**config.mk**
```make
export PLATFORM = sky130hd
export DESIGN_NAME = sh7604_irl_vector_responder
export DESIGN_NICKNAME = d
export VERILOG_FILES = /design/src/rtl/sh7604_irl_vector_responder.sv
export SDC_FILE = /design/constraint.sdc
export NUM_CORES = 1
export LEC_CHECK = 0
export ABC_CLOCK_PERIOD_IN_PS = 17400
export BUFFER_PORTS_ARGS = -buffer_cell sky130_fd_sc_hd__buf_2
export CAP_MARGIN = 0
export CORE_MARGIN = 2
export CORE_UTILIZATION = 30
export DETAILED_ROUTE_END_ITERATION = 8
export MAX_ROUTING_LAYER = met4
export PLACE_DENSITY = 0.54
export SYNTH_ARGS = -nofsm -noshare
export SYNTH_HDL_FRONTEND = slang
export SYNTH_SLANG_ARGS = --single-unit
```
**constraint.sdc**
```tcl
create_clock -name CLK -period 17.4 [get_ports CLK]
set_clock_uncertainty 0.05 [all_clocks]
set_input_delay 0 -clock CLK [delete_from_list [all_inputs] [get_ports CLK]]
set_output_delay 0 -clock CLK [all_outputs]
set_load 0.1 [all_outputs]
```
**src/rtl/sh7604_irl_vector_responder.sv**
```systemverilog
// External interrupt responder for the SH7604. It latches edge-triggered
// peripheral requests, drives the winning level onto IRL_N, answers VBUS
// vector fetches after programmable wait states, and acknowledges the
// retired source.
module sh7604_irl_vector_responder #(
    parameter int unsigned NUM_SRC  = 8,
    parameter int unsigned WAIT_CYC = 2,
    parameter logic [7:0]  VEC_BASE = 8'h40,
    parameter logic [7:0]  VEC_SPUR = 8'h18
) (
    input  logic                   CLK,
    input  logic                   RST,
    input  logic                   CE_R,
    input  logic [NUM_SRC-1:0]     SRC_IRQ,
    input  logic [4*NUM_SRC-1:0]   SRC_LVL,
    input  logic [NUM_SRC-1:0]     SRC_MASK,
    output logic [3:0]             IRL_N,
    input  logic [3:0]             VBUS_A,
    input  logic                   VBUS_REQ,
    output logic [7:0]             VBUS_DI,
    output logic                   VBUS_WAIT,
    output logic [NUM_SRC-1:0]     PEND,
    output logic [NUM_SRC-1:0]     ACK_SRC
);

    typedef enum logic [1:0] {
        S_IDLE,
        S_WAIT,
        S_RESP,
        S_DONE
    } state_t;

    state_t               state;
    logic [NUM_SRC-1:0]   irq_prev;
    logic [NUM_SRC-1:0]   clr;
    logic [3:0]           req_lvl;
    logic [3:0]           cnt;
    logic [3:0]           sel_lvl;
    logic                 match_hit;
    logic [NUM_SRC-1:0]   match_oh;
    logic [7:0]           match_vec;

    // Highest enabled, unmasked pending level; strict compare keeps the lowest index on ties
    always_comb begin
        sel_lvl = '0;
        for (int unsigned i = 0; i < NUM_SRC; i++) begin
            if (PEND[i] && !SRC_MASK[i] && (SRC_LVL[4*i +: 4] != 4'd0) &&
                (SRC_LVL[4*i +: 4] > sel_lvl)) begin
                sel_lvl = SRC_LVL[4*i +: 4];
            end
        end
    end

    // Lowest-index pending, unmasked source at the level the CPU is acknowledging
    always_comb begin
        match_hit = 1'b0;
        match_oh  = '0;
        match_vec = VEC_SPUR;
        for (int unsigned i = 0; i < NUM_SRC; i++) begin
            if (!match_hit && PEND[i] && !SRC_MASK[i] && (SRC_LVL[4*i +: 4] == req_lvl)) begin
                match_hit   = 1'b1;
                match_oh[i] = 1'b1;
                match_vec   = VEC_BASE + 8'(i);
            end
        end
    end

    // Pending bit retired by this edge (only in RESP with a match)
    always_comb begin
        clr = '0;
        if (state == S_RESP) begin
            clr = match_oh;
        end
    end

    // Edge capture, IRL encoding and vector-cycle state machine
    always_ff @(posedge CLK) begin
        if (RST) begin
            state     <= S_IDLE;
            irq_prev  <= '0;
            PEND      <= '0;
            IRL_N     <= 4'hF;
            VBUS_DI   <= 8'h00;
            VBUS_WAIT <= 1'b0;
            ACK_SRC   <= '0;
            cnt       <= '0;
            req_lvl   <= '0;
        end else if (CE_R) begin
            irq_prev <= SRC_IRQ;
            // A new rising edge wins over a same-cycle retire
            PEND     <= (PEND & ~clr) | (SRC_IRQ & ~irq_prev);

            if ((state == S_IDLE) || (state == S_DONE)) begin
                IRL_N <= ~sel_lvl;
            end

            case (state)
                S_IDLE: begin
                    if (VBUS_REQ) begin
                        req_lvl   <= VBUS_A;
                        cnt       <= 4'(WAIT_CYC);
                        VBUS_WAIT <= 1'b1;
                        state     <= (WAIT_CYC > 0) ? S_WAIT : S_RESP;
                    end
                end
                S_WAIT: begin
                    if (!VBUS_REQ) begin
                        VBUS_WAIT <= 1'b0;
                        state     <= S_IDLE;
                    end else begin
                        cnt <= cnt - 4'd1;
                        if (cnt == 4'd1) begin
                            state <= S_RESP;
                        end
                    end
                end
                S_RESP: begin
                    VBUS_DI   <= match_vec;
                    ACK_SRC   <= match_oh;
                    VBUS_WAIT <= 1'b0;
                    state     <= S_DONE;
                end
                S_DONE: begin
                    ACK_SRC <= '0;
                    if (!VBUS_REQ) begin
                        state <= S_IDLE;
                    end
                end
                default: state <= S_IDLE;
            endcase
        end
    end

endmodule
```
# Word level (Yosys, flattened, before mapping)
# Index checks and enable logic that the tools add are counted.
# classes
n_eq_ne,17
n_addsub,1
n_reduce_logical,81
mux,43
n_bitwise,6
n_lt_le_gt_ge,8
# ops
op,count
8-bit two-way mux,8
1-bit logical AND,46
4-bit two-way mux,10
4-bit equality test,8
4-bit nonzero test,8
4-bit > comparator,7
8-bit bitwise AND,2
1-bit two-way mux,16
8-bit NOT,2
8-bit case mux with 2 select lines,1
1-bit zero test,15
4-bit AND reduction,3
2-bit two-way mux,4
"2-bit inequality test, second input constant",4
8-bit OR,1
2-bit case mux with 4 select lines,1
4-bit case mux with 2 select lines,1
7-bit two-way mux,1
2-bit AND reduction,3
"2-bit equality test, second input constant",2
"4-bit by 1-bit equality test with 1-bit output, second input constant",1
"4-bit by 1-bit > comparator with 1-bit output, second input constant",1
4-bit NOT,1
2-bit nonzero test,2
8 further kinds,8
# word_totals
reg_bits,47
inputBits,56
elab_cells,165

# Logic depth before layout (Yosys ltp)
# logic_depth
word_depth,43
depth_mapped,61

# Worst setup path before layout
# OpenSTA, ideal clock, no wires.
# synth_path
path_kind,reg-to-reg
start,reg PEND[0]
end,reg IRL_N[2]
path_stages_with_launch,56
arrival_time_ns,10.011
synth_period_minus_slack_ns,10.186
path_slack_ns,7.214
path_buffers,1
required_ns,17.225
path_cell_list,dfxtp_1 -> nor2b_1 -> and2_1 -> inv_1 -> ha_1 -> nand4_1 -> nand3_2 -> a21oi_2 -> nand2_1 -> o21ai_0 -> inv_1 -> ha_1 -> a21oi_1 -> mux2i_1 -> and2_1 -> nand3_1 -> buf_4 -> o21ai_0 -> (+20 left out) -> nor2b_1 -> o21ai_0 -> nand2b_1 -> a21oi_1 -> nor2_1 -> o41ai_1 -> nor2_1 -> a31oi_1 -> inv_1 -> ha_1 -> nor2b_1 -> o21ai_0 -> nand2b_1 -> a21oi_1 -> nor2_1 -> o41ai_1 -> inv_1 -> o41a_1
# synth_between
elab_chain_len,26
# synth_lines
item,line,source
from (decl),22,"output logic [NUM_SRC-1:0] PEND,"
from (signal assigned),91,PEND <= (PEND & ~clr) | (SRC_IRQ & ~irq_prev);
1-bit logical AND * (3 in a row),47,if (PEND[i] && !SRC_MASK[i] && (SRC_LVL[4*i +: 4] != 4'd0) &&
4-bit two-way mux *,47,
4-bit > comparator,48,(SRC_LVL[4*i +: 4] > sel_lvl)) begin
1-bit logical AND,47,
4-bit two-way mux *,47,
4-bit > comparator,48,
1-bit logical AND,47,
4-bit two-way mux *,47,
(+8 left out),--,
4-bit two-way mux *,47,
4-bit > comparator,48,
1-bit logical AND,47,
4-bit two-way mux *,47,
4-bit > comparator,48,
1-bit logical AND,47,
4-bit two-way mux *,47,
4-bit NOT *,94,IRL_N <= ~sel_lvl;
to (signal assigned),94,
to (decl),17,"output logic [3:0] IRL_N,"
# Mark *: on every way between the ends. The rest lies on a longest branch, timed or not.
# A chain may end at the register's enable or synchronous reset.

# Final worst setup path
# layout_path
start,reg PEND[0]
end,reg IRL_N[3]
# The elaborated chain is that of the path after synthesis.

==> out/qor.csv <==
stage,metric,value,unit
yosys,synth_area_leaders,"dfxtp_1 23%, ha_1 8.6%, mux2i_1 5.1%",
yosys,synth_cell_types,69,
route,num_vias,3971,
global_route,gr-max-usage-layer,met2,
cts,root_buffer,clkbuf_16,
min_path,hold_class,in -> reg,
route,drt_first_iter_violations,280,
critical_path,critical_path.slowest_cell,o41ai_1,
yosys,synth_edf_count,0,
finish,fillerInstances,1357,
timing,whs,0.0246,ns
route,post_drt_wl_per_cell,15.3,um
critical_path,crit_arrival,11.13,ns
timing,fin_tns_setup,0,ns
cts,cts.htree.levels,2,
timing,period_share,63.3,%
power,power.total,0.309,mW
timing,grt_setup_unrepaired,false,
yosys,netlist_top_cells_count,"49 x nor2_1, 44 x dfxtp_1, 44 x nand2_1",
critical_path,required,17.52,ns
yosys,ys_warn_count,0,
finish,final_core_util,37.1,%
route,ant_nets,0,
run,cap_violations,0,
power,leakagePower,2.07,nW
timing,hold_viol,0,
timing,fmax,0.0908,GHz
timing,setup_viol,0,
route,vias_per_cell,5.19,
yosys,synthArstFlopShare,0,%
global_route,use_met2,27.6,%
timing,tightest_slew,1.08,ns
route,drc,0,
yosys,synth_cells,511,
yosys,synth_top_area_cell,dfxtp_1,
yosys,avgSynthCellArea,7.65,um2
critical_path,cp-end-kind,flip-flop,
global_route,grt_pass1_wl,19200,um
cts,cts_max_path_buffers,2,
finish,diodes,0,
yosys,synthMostInstantiatedCell,nor2_1,
yosys,synthesis.area,0.00391,mm2
power,p_per_area,65.7,mW/mm2
timing,finalMaxSlewViolations,0,
finish,drive_above_1_share,17.7,%
place,dp_hpwl,9370,um
floorplan,dieHeight,118,um
cts,clk_pin_slew,0.06,ns
yosys,seq_area_frac_synth,22.5,%
place,io_buffers,82,
critical_path,worst-path-buf-inv,6,
yosys,ys.flop_type,dfxtp_1,
critical_path,critPathKind,reg -> reg,
cts,cts_sinks,44,
global_route,grt_pass1_vias,3881,
cts,clock_latency,0.28,ns
global_route,overflow,0,
finish,fin_nets,676,
cts,cts_tree,done,
run_status,outcome,finished clean,
place,routabilityCongestion,0.947,
route,firstDrtPassIters,5,
floorplan,num_rows,41,
yosys,synth_top_cell_area_share,22.5,%
critical_path,cp-start-kind,flip-flop,
cts,cts_setup_buffers,0,
floorplan,die_area,0.0140,mm2
floorplan,fp.dieW,118,um
floorplan,core_region_area,0.0127,mm2
global_route,met1_usage,22.4,%
route,wl,11700,um
yosys,ys_ff_latch,44,
critical_path,cp_max_fo,11,
power,irDropWorstVdd,35.7,uV
critical_path,timing.critical_path.mode_cell,ha_1,
floorplan,io_pins,85,
timing,finalCriticalPeriod,11.02,ns
finish,syn_to_final_growth,20.4,%
cts,numCtsBuffers,5,
critical_path,critPathMaxStageDelay,0.50,ns
global_route,use_met3,1.70,%
critical_path,critPathTopFamily,compound AO/OA/AOI/OAI gates,
global_route,grt_usage,17.0,%
global_route,grt_start_max_net_pins,43,
floorplan,initial_core_util,30.8,%
timing,maxSlewHeadroom,27.2,%
global_route,antenna_found_initial,0,
timing repair:
item / in CTS / in global routing
hold buffers: 12 / 0
endpoints found under the hold margin: 20 / 0
endpoints found under the setup margin: 0 / 0
gates resized for setup: 0 / 0
cells in the final DEF (no fill, tap or decap), types with 5 or more instances in the layout:
| cell type | Yosys | layout |
|---|---|---|
| xor2_1 | 21 | 21 |
| buf_2 | 1 | 82 |
| and3_1 | 5 | 5 |
| dlygate4sd3_1 | 0 | 12 |
| nand2b_1 | 12 | 12 |
| nor2_1 | 49 | 49 |
| nor3_1 | 12 | 12 |
| ha_1 | 27 | 27 |
| and2_1 | 8 | 8 |
| o211ai_1 | 5 | 5 |
| o21ai_0 | 27 | 27 |
| dfxtp_1 | 44 | 44 |
| nor2b_1 | 14 | 14 |
| nand2_1 | 44 | 44 |
| mux2i_1 | 20 | 20 |
| clkbuf_16 | 0 | 5 |
| nor4_1 | 7 | 7 |
| xnor2_1 | 18 | 18 |
| a21oi_1 | 30 | 30 |
| nand3b_1 | 7 | 7 |
| a31oi_1 | 5 | 5 |
| inv_1 | 32 | 32 |
| nand3_1 | 18 | 18 |
| nand4_1 | 7 | 7 |
| o41ai_1 | 5 | 5 |
registers in the layout, summed over array words and instances (netlist names), named ones only:
| register | cells |
|---|---|
| ACK_SRC | 8 |
| PEND | 8 |
| irq_prev | 8 |
| VBUS_DI | 5 |
| IRL_N | 4 |
| cnt | 4 |
| req_lvl | 4 |
| VBUS_WAIT | 1 |
| state | 1 |
worst paths after layout:
kind / start / to / slack (ns) / cells past startpoint
worst max-delay path: PEND[0] / IRL_N[3] / 6.38 / 56
worst min-delay path: SRC_LVL[28] / IRL_N[0] / 0.02 / 4
worst max register to register: PEND[0] / IRL_N[3] / 6.38 / 56
worst min register to register: ACK_SRC[1] / ACK_SRC[1] / 0.42 / 2
power by group:
| part | switching (mW) | internal (mW) | total (mW) |
|---|---|---|---|
| logic | 0.0694 | 0.0389 | 0.108 |
| registers | 0.00512 | 0.106 | 0.111 |
| clock network | 0.0373 | 0.0522 | 0.0895 |
worst reg2reg max path: cells and delay by family, from the launching register on:
kind | cells | cell delay [ns]
AO/OA/AOI/OAI | 19 | 3.66
AND/OR/NAND/NOR | 21 | 3.08
adder cells (fa/ha/maj) | 7 | 2.18
multiplexers | 3 | 0.88
buffers and inverters | 6 | 0.72
flip-flops | 1 | 0.33
per-stage QoR:
stage / worst slack, ns / area [um2] / instances
2_1_floorplan: 7.21 / 3910 / 512
3_3_place_gp: 6.88 / 4450 / 746
3_5_place_dp: 6.55 / 4450 / 746
4_1_cts: 6.47 / 4700 / 765
5_1_grt: 5.44 / 4700 / 765
6_report: 6.38 / 4700 / 765
area by class of cell:
class / count / area [um2] / share of cell area (%)
sequential: 44 / 881 / 18.7
multi-input combinational: 415 / 2820 / 59.9
timing repair buffer: 95 / 538 / 11.4
tap: 172 / 215 / 4.58
clock inverter: 1 / 5.00 / 0.106
inverter: 32 / 120 / 2.55
clock buffer: 6 / 129 / 2.74
routing by layer:
| layer | part of all wire [%] | vias to the layer above |
|---|---|---|
| met5 | 0 | - |
| met1 | 49 | 1852 |
| met2 | 47 | 98 |
| met4 | 1.4 | 0 |
| li1 | - | 2005 |
| met3 | 3.1 | 16 |
cells by family (layout without fill, tap and decap cells):
| kind of cell | Yosys count | in the layout | synth area share, % |
|---|---|---|---|
| AO/OA/AOI/OAI | 127 | 127 | 22.6 |
| XOR/XNOR | 39 | 39 | 8.74 |
| adder cells (fa/ha/maj) | 27 | 27 | 8.65 |
| buffers and inverters | 53 | 134 | 5.51 |
| flip-flops | 44 | 44 | 22.5 |
| multiplexers | 23 | 23 | 6.08 |
| other | 1 | 2 | 0.0960 |
| AND/OR/NAND/NOR | 197 | 197 | 25.8 |
Note: power is estimated with default switching activity, not from simulation.
